<file path="config.mk">
export PLATFORM = sky130hd
export DESIGN_NAME = bcd_display_encoder
export DESIGN_NICKNAME = d
export VERILOG_FILES = /design/src/rtl/bcd_pkg.sv /design/src/rtl/bcd_dd_lane.sv /design/src/rtl/bcd_display_encoder.sv
export SDC_FILE = /design/constraint.sdc
export NUM_CORES = 1
export LEC_CHECK = 0
export BUFFER_PORTS_ARGS = -buffer_cell sky130_fd_sc_hd__buf_2
export CORE_UTILIZATION = 55
export CTS_CLUSTER_DIAMETER = 40
export DETAILED_ROUTE_END_ITERATION = 6
export PLACE_DENSITY_LB_ADDON = 0.1
export SYNTH_ARGS = -nofsm -noshare
export SYNTH_HDL_FRONTEND = slang
export SYNTH_SLANG_ARGS = --single-unit
</file>
<file path="constraint.sdc">
create_clock -name clk -period 3.9 [get_ports clk]
set_clock_uncertainty 0.2 [all_clocks]
set_input_delay 0.585 -clock clk [delete_from_list [all_inputs] [get_ports clk]]
set_output_delay 0.585 -clock clk [all_outputs]
set_load 0.01 [all_outputs]
</file>
<file path="src/rtl/bcd_pkg.sv">
// Shared types and constants for the BCD display encoder: state encoding,
// blank digit code and decimal-width helper.
package bcd_pkg;

   localparam logic [3:0] BLANK_CODE = 4'hF;

   typedef enum logic [1:0] {
      IDLE,
      SHIFT,
      LOAD
   } state_t;

   // Number of decimal digits needed to show 2**width-1.
   function automatic int dec_digits(input int width);
      longint unsigned v;
      int              n;
      v = (64'd1 << width) - 64'd1;
      n = 1;
      while (v >= 64'd10) begin
         v = v / 64'd10;
         n++;
      end
      return n;
   endfunction

endpackage

</file>
<file path="src/rtl/bcd_dd_lane.sv">
// One double-dabble lane: binary shift register plus BCD accumulator,
// advanced one bit per shift_en cycle.
module bcd_dd_lane #(
   parameter int FIELD_W     = 8,
   parameter int FULL_DIGITS = 3
) (
   input  logic                     clk,
   input  logic                     rst_n,
   input  logic                     load,
   input  logic                     shift_en,
   input  logic [FIELD_W-1:0]       bin_in,
   output logic [FULL_DIGITS*4-1:0] bcd
);

   logic [FIELD_W-1:0]       bin_q, bin_d;
   logic [FULL_DIGITS*4-1:0] bcd_q, bcd_d, bcd_adj;

   // NOTE: every always_comb output gets a default first, so no path can leave it unassigned and infer a latch.
   always_comb begin
      bcd_adj = bcd_q;
      bin_d   = bin_q;
      bcd_d   = bcd_q;
      for (int d = 0; d < FULL_DIGITS; d++) begin
         if (bcd_q[d*4 +: 4] >= 4'd5) bcd_adj[d*4 +: 4] = bcd_q[d*4 +: 4] + 4'd3;
      end
      if (load) begin
         bin_d = bin_in;
         bcd_d = '0;
      end else if (shift_en) begin
         {bcd_d, bin_d} = {bcd_adj, bin_q} << 1;
      end
   end

   // NOTE: the accumulators are a handful of flops, not a RAM, so they take the async reset like everything else.
   // NOTE: sequential state uses non-blocking assignments so all flops update from pre-edge values.
   always_ff @(posedge clk or negedge rst_n) begin
      if (!rst_n) begin
         bin_q <= '0;
         bcd_q <= '0;
      end else begin
         bin_q <= bin_d;
         bcd_q <= bcd_d;
      end
   end

   assign bcd = bcd_q;

endmodule

</file>
<file path="src/rtl/bcd_display_encoder.sv">
// Converts NUM_FIELDS packed binary fields to BCD digits with a sequential
// double-dabble engine, overflow saturation and leading-zero blanking.
module bcd_display_encoder
   import bcd_pkg::*;
#(
   parameter int NUM_FIELDS = 3,
   parameter int FIELD_W    = 8,
   parameter int DIGITS     = 2
) (
   input  logic                         clk,
   input  logic                         rst_n,
   input  logic                         in_valid,
   output logic                         in_ready,
   input  logic [NUM_FIELDS*FIELD_W-1:0] in_data,
   input  logic                         blank_en,
   output logic                         out_valid,
   output logic [NUM_FIELDS*DIGITS*4-1:0] out_digits,
   output logic [NUM_FIELDS-1:0]        out_ovf,
   output logic                         busy
);

   localparam int FULL_DIGITS = dec_digits(FIELD_W);
   localparam int EXT_DIGITS  = (FULL_DIGITS > DIGITS) ? FULL_DIGITS : DIGITS;
   localparam int EXT_W       = EXT_DIGITS * 4;
   localparam int CNT_W       = (FIELD_W > 1) ? $clog2(FIELD_W) : 1;

   state_t                         state_q, state_d;
   logic [CNT_W-1:0]               cnt_q, cnt_d;
   logic                           blank_q, blank_d;
   logic                           out_valid_q, out_valid_d;
   logic [NUM_FIELDS*DIGITS*4-1:0] out_digits_q, out_digits_d;
   logic [NUM_FIELDS-1:0]          out_ovf_q, out_ovf_d;

   logic                           lane_load, lane_shift;
   logic [FULL_DIGITS*4-1:0]       lane_bcd [NUM_FIELDS];

   logic [NUM_FIELDS*DIGITS*4-1:0] fmt_digits;
   logic [NUM_FIELDS-1:0]          fmt_ovf;
   logic [EXT_W-1:0]               raw_ext;
   logic                           lead;
   logic [3:0]                     digit;

   for (genvar g = 0; g < NUM_FIELDS; g++) begin : g_lane
      bcd_dd_lane #(
         .FIELD_W    (FIELD_W),
         .FULL_DIGITS(FULL_DIGITS)
      ) u_lane (
         .clk     (clk),
         .rst_n   (rst_n),
         .load    (lane_load),
         .shift_en(lane_shift),
         .bin_in  (in_data[g*FIELD_W +: FIELD_W]),
         .bcd     (lane_bcd[g])
      );
   end

   // Saturate overflowed fields to all nines; otherwise blank leading zeros above digit 0.
   always_comb begin
      fmt_digits = '0;
      fmt_ovf    = '0;
      raw_ext    = '0;
      lead       = 1'b0;
      digit      = '0;
      for (int f = 0; f < NUM_FIELDS; f++) begin
         raw_ext = EXT_W'(lane_bcd[f]);
         lead    = blank_q;
         for (int d = DIGITS; d < EXT_DIGITS; d++) begin
            if (raw_ext[d*4 +: 4] != 4'd0) fmt_ovf[f] = 1'b1;
         end
         for (int d = DIGITS - 1; d >= 0; d--) begin
            digit = raw_ext[d*4 +: 4];
            if (fmt_ovf[f]) begin
               digit = 4'h9;
            end else if (lead && (d != 0) && (digit == 4'd0)) begin
               digit = BLANK_CODE;
            end else begin
               lead = 1'b0;
            end
            fmt_digits[(f*DIGITS+d)*4 +: 4] = digit;
         end
      end
   end

   always_comb begin
      state_d      = state_q;
      cnt_d        = cnt_q;
      blank_d      = blank_q;
      out_valid_d  = 1'b0;
      out_digits_d = out_digits_q;
      out_ovf_d    = out_ovf_q;
      lane_load    = 1'b0;
      lane_shift   = 1'b0;
      case (state_q)
         IDLE: begin
            if (in_valid) begin
               lane_load = 1'b1;
               blank_d   = blank_en;
               cnt_d     = CNT_W'(FIELD_W - 1);
               state_d   = SHIFT;
            end
         end
         SHIFT: begin
            lane_shift = 1'b1;
            if (cnt_q == '0) state_d = LOAD;
            else             cnt_d   = cnt_q - CNT_W'(1);
         end
         LOAD: begin
            out_digits_d = fmt_digits;
            out_ovf_d    = fmt_ovf;
            out_valid_d  = 1'b1;
            state_d      = IDLE;
         end
         default: state_d = IDLE;
      endcase
   end

   always_ff @(posedge clk or negedge rst_n) begin
      if (!rst_n) begin
         state_q      <= IDLE;
         cnt_q        <= '0;
         blank_q      <= 1'b0;
         out_valid_q  <= 1'b0;
         out_digits_q <= '0;
         out_ovf_q    <= '0;
      end else begin
         state_q      <= state_d;
         cnt_q        <= cnt_d;
         blank_q      <= blank_d;
         out_valid_q  <= out_valid_d;
         out_digits_q <= out_digits_d;
         out_ovf_q    <= out_ovf_d;
      end
   end

   assign in_ready   = (state_q == IDLE);
   assign busy       = (state_q != IDLE);
   assign out_valid  = out_valid_q;
   assign out_digits = out_digits_q;
   assign out_ovf    = out_ovf_q;

endmodule

</file>
==> Yosys cells after proc, flatten, opt, wreduce, memory -nomap -nowiden <==
Index checks and enable logic that the tools add are counted.
{ "classes": {"eq_ne": 5, "n_lt_le_gt_ge": 9, "addsub": 10, "reduce_logical": 17, "mux": 43} }
{ "ops": {"columns": ["operator", "count"], "rows": [
  ["$mux 12", 6],
  ["$mux 4", 15],
  ["$mux 8", 6],
  ["$ge 4x3->1 const B", 9],
  ["$add 4x2->4 const B", 6],
  ["$mux 3", 5],
  ["$logic_not 4->1", 3],
  ["$reduce_bool 4->1", 3],
  ["$add 3x2->3 const B", 3],
  ["$mux 1", 7],
  ["$ne 2x2->1 const B", 3],
  ["$pmux 3 s2", 1],
  ["$reduce_bool 2->1", 3],
  ["$mux 2", 2],
  ["$pmux 2 s2", 1],
  ["$reduce_and 2->1", 2],
  ["$logic_and 1x1->1", 3],
  ["$logic_not 3->1", 1],
  ["$reduce_and 3->1", 1],
  ["$sub 3x1->3 const B", 1],
  ["$eq 2x1->1 const B", 1],
  ["$eq 2x2->1 const B", 1],
  ["$logic_not 2->1", 1]
]} }
{ "totals": {"ff_bits": 94, "elab_cells": 96, "output_inout_bits": 30, "inputBits": 28} }

==> Depth between registers and ports, before layout <==
{ "logic_depth": {"word_depth": 4, "mapped_depth": 7, "depth_no_buf": 7} }

==> Hierarchy <==
Synthesis repeated with hierarchy kept, for this count alone.
{ "hier_totals": {"cells_unflattened": 472, "area_unflattened_um2": 4804.6} }
{ "by_module_without_submodules": {"columns": ["module", "area_each_um2", "seq_area_each_um2", "cells_per_inst", "instances"], "rows": [
  ["bcd_dd_lane", 1112.3, 500.5, 114, 3],
  ["bcd_display_encoder", 1467.7, 850.8, 130, 1]
]} }

==> Least setup slack after synthesis <==
Ideal clock, no wire load.
{ "synth_timing": {"kind": "register to register", "from": "register state_q[1]", "to": "register blank_q", "t_arrival_ps": 1424, "path_stages_with_launch": 6, "period_less_slack_ps": 1749, "t_required_ps": 3575, "setup_time_ps": 125, "slack_ps": 2151, "path_buffers": 1, "cell_sequence": "dfrtp_1 > buf_4 > nor2_1 > inv_1 > nor2_1 > mux2_2"} }
{ "synth_via": {"elab_chain_len": 2} }
{ "synth_rtl": {"columns": ["element", "line_no", "rtl"], "rows": [
  ["start, declared", "bcd_display_encoder.sv:27", "state_t state_q, state_d;"],
  ["start signal, assigned", "bcd_display_encoder.sv:126", "state_q <= state_d;"],
  ["$logic_not 2->1", null, null],
  ["net in_ready", "bcd_display_encoder.sv:13", "output logic in_ready,"],
  ["$reduce_and 2->1 (no source line)", null, null],
  ["end signal, assigned", "bcd_display_encoder.sv:128", "blank_q <= blank_d;"],
  ["end, declared", "bcd_display_encoder.sv:29", "logic blank_q, blank_d;"]
]} }
The timed path passes the listed nets, and every way through them passes these cells.
A chain may end at the register's enable or synchronous reset.

==> Worst setup path in the final report <==
{ "layout_timing": {"from": "register state_q[1]", "to": "register out_digits_q[15], in the netlist out_digits[15]"} }
{ "layout_via": {"elab_chain_len": 1} }
{ "layout_rtl": {"columns": ["element", "line_no", "rtl"], "rows": [
  ["$eq 2x2->1", "bcd_display_encoder.sv:93", "case (state_q)"],
  ["end signal, assigned", "bcd_display_encoder.sv:130", "out_digits_q <= out_digits_d;"],
  ["end, declared", "bcd_display_encoder.sv:31", "logic [NUM_FIELDS*DIGITS*4-1:0] out_digits_q, out_digits_d;"]
]} }
No other way between the ends.

==> run_results.csv <==
group,metric,value,unit
route,drt_iter0_drc,147,
timing,min_period_over_period,0.706,
route,post-route-drc-count,0,
place,place_area,4790,µm²
clocking,cts_htree_levels,3,
global_routing,grt_overflow,0,
run_status,status,"finished, final reports clean",
cells_and_area,layoutNonFillerInstCount,581,
yosys,syn_avg_cell_area,10.6,µm²
floorplanning,row_count,32,
cells_and_area,finish.instance_area,4970,µm²
clocking,cts.path.max_buffers,2,
cells_and_area,drive_above_1_share,0.173,
critical_path,max_stage_delay,0.96,ns
timing,hold_ws,0.249,ns
critical_path,cp_slowest_cell,"dfrtp_1",
yosys,syn_area,4420,µm²
yosys,synthCells,418,
yosys,synth_flop_cell,"dfrtp_1",
power_and_ir_drop,p_leak,2.41,nW
floorplanning,dieHeight,91.7,µm
timing,maxSlewHeadroom,0.386,
yosys,ys_ff_latch,94,
route,wl,9090,µm
critical_path,critical_path_required,3.95,ns
cells_and_area,nets,525,
clocking,clock_latency,0.36,ns
timing,fin_tns_setup,0,ns
route,wl_per_cell,15.7,µm
power_and_ir_drop,power.density,797,nW/µm²
clocking,cts_sinks,94,
timing,worst_slew_pin_slew,0.922,ns
global_routing,grt_max_degree,42,
clocking,cts_tree,"yes",
cells_and_area,syn2layout_area_growth,12.4,%
global_routing,grt_use_total,0.237,
place,placed_cells_incl_taps,564,
cells_and_area,multi_input_area,1860,µm²
place,numPortBuffers,57,
yosys,synth_top_family_by_area,"compound AO/OA/AOI/OAI gates",
yosys,synthArstFlopShare,1.00,
cells_and_area,layout_common_cells,"dfrtp_1, buf_2, nand2_1",
global_routing,grt_pass1_vias,3220,
critical_path,path_cells,"nand2b_4 > inv_1 > nand3_1 > o32a_1",
cells_and_area,final_common_cell,"dfrtp_1",
floorplanning,die_x,91.7,µm
clocking,cts_buffers,9,
floorplanning,start_util,0.569,
yosys,synth_xor_area_frac,0.0238,
yosys,synth_fa_ha_area_frac,0.0651,
clocking,cts-root-buf,"clkbuf_8",
clocking,postCtsSetupBuffers,0,
route,vias,3291,
yosys,synth_compound_area_frac,0.215,
hold_path,hp-class,"in -> reg",
timing,hold_viol,0,
yosys,synth_simple_gate_area_frac,0.0948,
power_and_ir_drop,peakVddDrop,389,µV
yosys,yosysWarnings,0,
global_routing,antenna_found_initial,0,
yosys,synth_edf_count,0,
timing,grt_setup_unrepaired,"false",
cells_and_area,seq_area,2350,µm²
cells_and_area,fillCellCount,668,
yosys,synth_seq_area_share,0.532,
critical_path,endpoint_kind,"register",
critical_path,crit_fanout,31,
route,drt-pass1-iter-count,4,
timing,fmax,0.363,GHz
place,dp_hpwl,6160,µm
job,max_cap_violations,0,
place,place.gp.congestion,0.784,
critical_path,crit_type,"reg -> reg",
critical_path,crit_arrival,2.81,ns
timing,finalSetupViolCount,0,
floorplanning,core_area,7770,µm²
route,postRouteAntennaNets,0,
yosys,syn-num-nets,469,
yosys,synthMuxAreaShare,0.0229,
clocking,clkTransAtPathRegs,0.10,ns
timing,fin_crit,2.76,ns
yosys,synth_cell_types,34,
floorplanning,ios,58,
critical_path,critPathLaunchType,"register",
timing,slew_viol_final,0,
route,routed_via_density,5.66,
cells_and_area,diodes,0,
global_routing,grt_pass1_wl,15600,µm
floorplanning,design.die.area,8400,µm²
synthesized netlist by cell type, types with 2 or more instances:
cell type	instances	area [µm²]
and3_1	3	18.8
o32ai_1	3	26.3
nor2_1	22	82.6
xor2_1	3	26.3
o32a_1	6	60.1
nor3_1	2	10.0
nor3b_1	2	15.0
mux2i_1	9	90.1
o21ai_0	43	215
a32o_1	8	80.1
buf_2	14	70.1
a21oi_1	16	80.1
o22a_1	3	26.3
clkbuf_1	3	11.3
buf_4	4	30.0
a22o_1	15	131
nand2_1	46	173
xnor2_1	9	78.8
nand3_1	3	15.0
nand2b_1	10	62.6
o22ai_1	12	75.1
inv_1	25	93.8
ha_1	23	288
dfrtp_1	94	2350
a22oi_1	24	180
o31ai_1	8	60.1
final cells by class:
| class | count | area share |
|---|---|---|
| Multi-Input combinational cell | 278 | 0.375 |
| Sequential cell | 94 | 0.473 |
| Timing Repair Buffer | 66 | 0.0720 |
| Clock buffer | 10 | 0.0257 |
| Clock inverter | 6 | 0.00932 |
| Inverter | 25 | 0.0189 |
| Tap cell | 102 | 0.0257 |
final timing paths:
| kind | cells past startpoint | slack, ns | from | endpoint |
|---|---|---|---|---|
| setup reg to reg | 4 | 1.14 | state_q[1] | out_digits[15] |
| min in group asynchronous | 2 | 0.47 | rst_n | out_digits[22] |
| hold reg to reg | 2 | 0.28 | out_digits[21] | out_digits[21] |
| setup / recovery | 4 | 1.14 | state_q[1] | out_digits[15] |
| max in group asynchronous | 3 | 2.18 | rst_n | g_lane[1].u_lane.bin_q[0] |
| hold / removal | 2 | 0.25 | in_data[8] | g_lane[1].u_lane.bin_q[0] |
flip-flops by register name, indices dropped and copies added, names as in the netlist:
| name | count |
|---|---|
| blank_q | 1 |
| cnt_q | 3 |
| g_lane.u_lane.bcd | 36 |
| g_lane.u_lane.bin_q | 24 |
| out_digits | 24 |
| out_ovf | 3 |
| out_valid | 1 |
| state_q | 2 |
worst max-delay path: cells and delay by family, from the launching register on:
| kind | cells | cell delay (ns) |
|---|---|---|
| AOI/OAI and AO/OA | 1 | 0.37 |
| buffers and inverters | 1 | 0.56 |
| and+or+nand+nor | 2 | 0.55 |
| DFF | 1 | 0.96 |
power breakdown:
part | internal (mW) | total [mW] | switching (mW)
logic | 0.767 | 1.67 | 0.904
registers | 1.37 | 1.70 | 0.327
clock network | 0.237 | 0.589 | 0.352
kinds of logic after synthesis:
kind of cell | after synthesis
xor gates and xnor gates | 12
adders and majority gates | 23
and+or+nand+nor | 93
AOI/OAI and AO/OA | 140
buffers and inverters | 46
muxes | 10
DFF | 94
per-stage QoR:
step	total power, mW	utilization	setup slack [ns]
after floorplan	2.91	-	2.15
after global placement	3.32	0.616	1.20
after detailed placement	3.40	0.616	1.12
after CTS	3.99	0.640	1.12
after global routing	4.30	0.640	0.884
final	3.96	0.640	1.14
layer usage:
metal / vias up / routed length (µm) / global-route usage
met1: 1599 / 4310 / 0.333
li1: 1612 / - / -
met3: 8 / 366 / 0.0431
met4: 0 / 106 / 0.0767
met2: 72 / 4310 / 0.375
met5: - / 0 / 0
what timing repair did:
item | in CTS | in global routing
hold endpoints to repair | 27 | 0
hold buffers | 1 | 0
gates resized for setup | 0 | 0
Note: power is estimated with default switching activity, not from simulation.
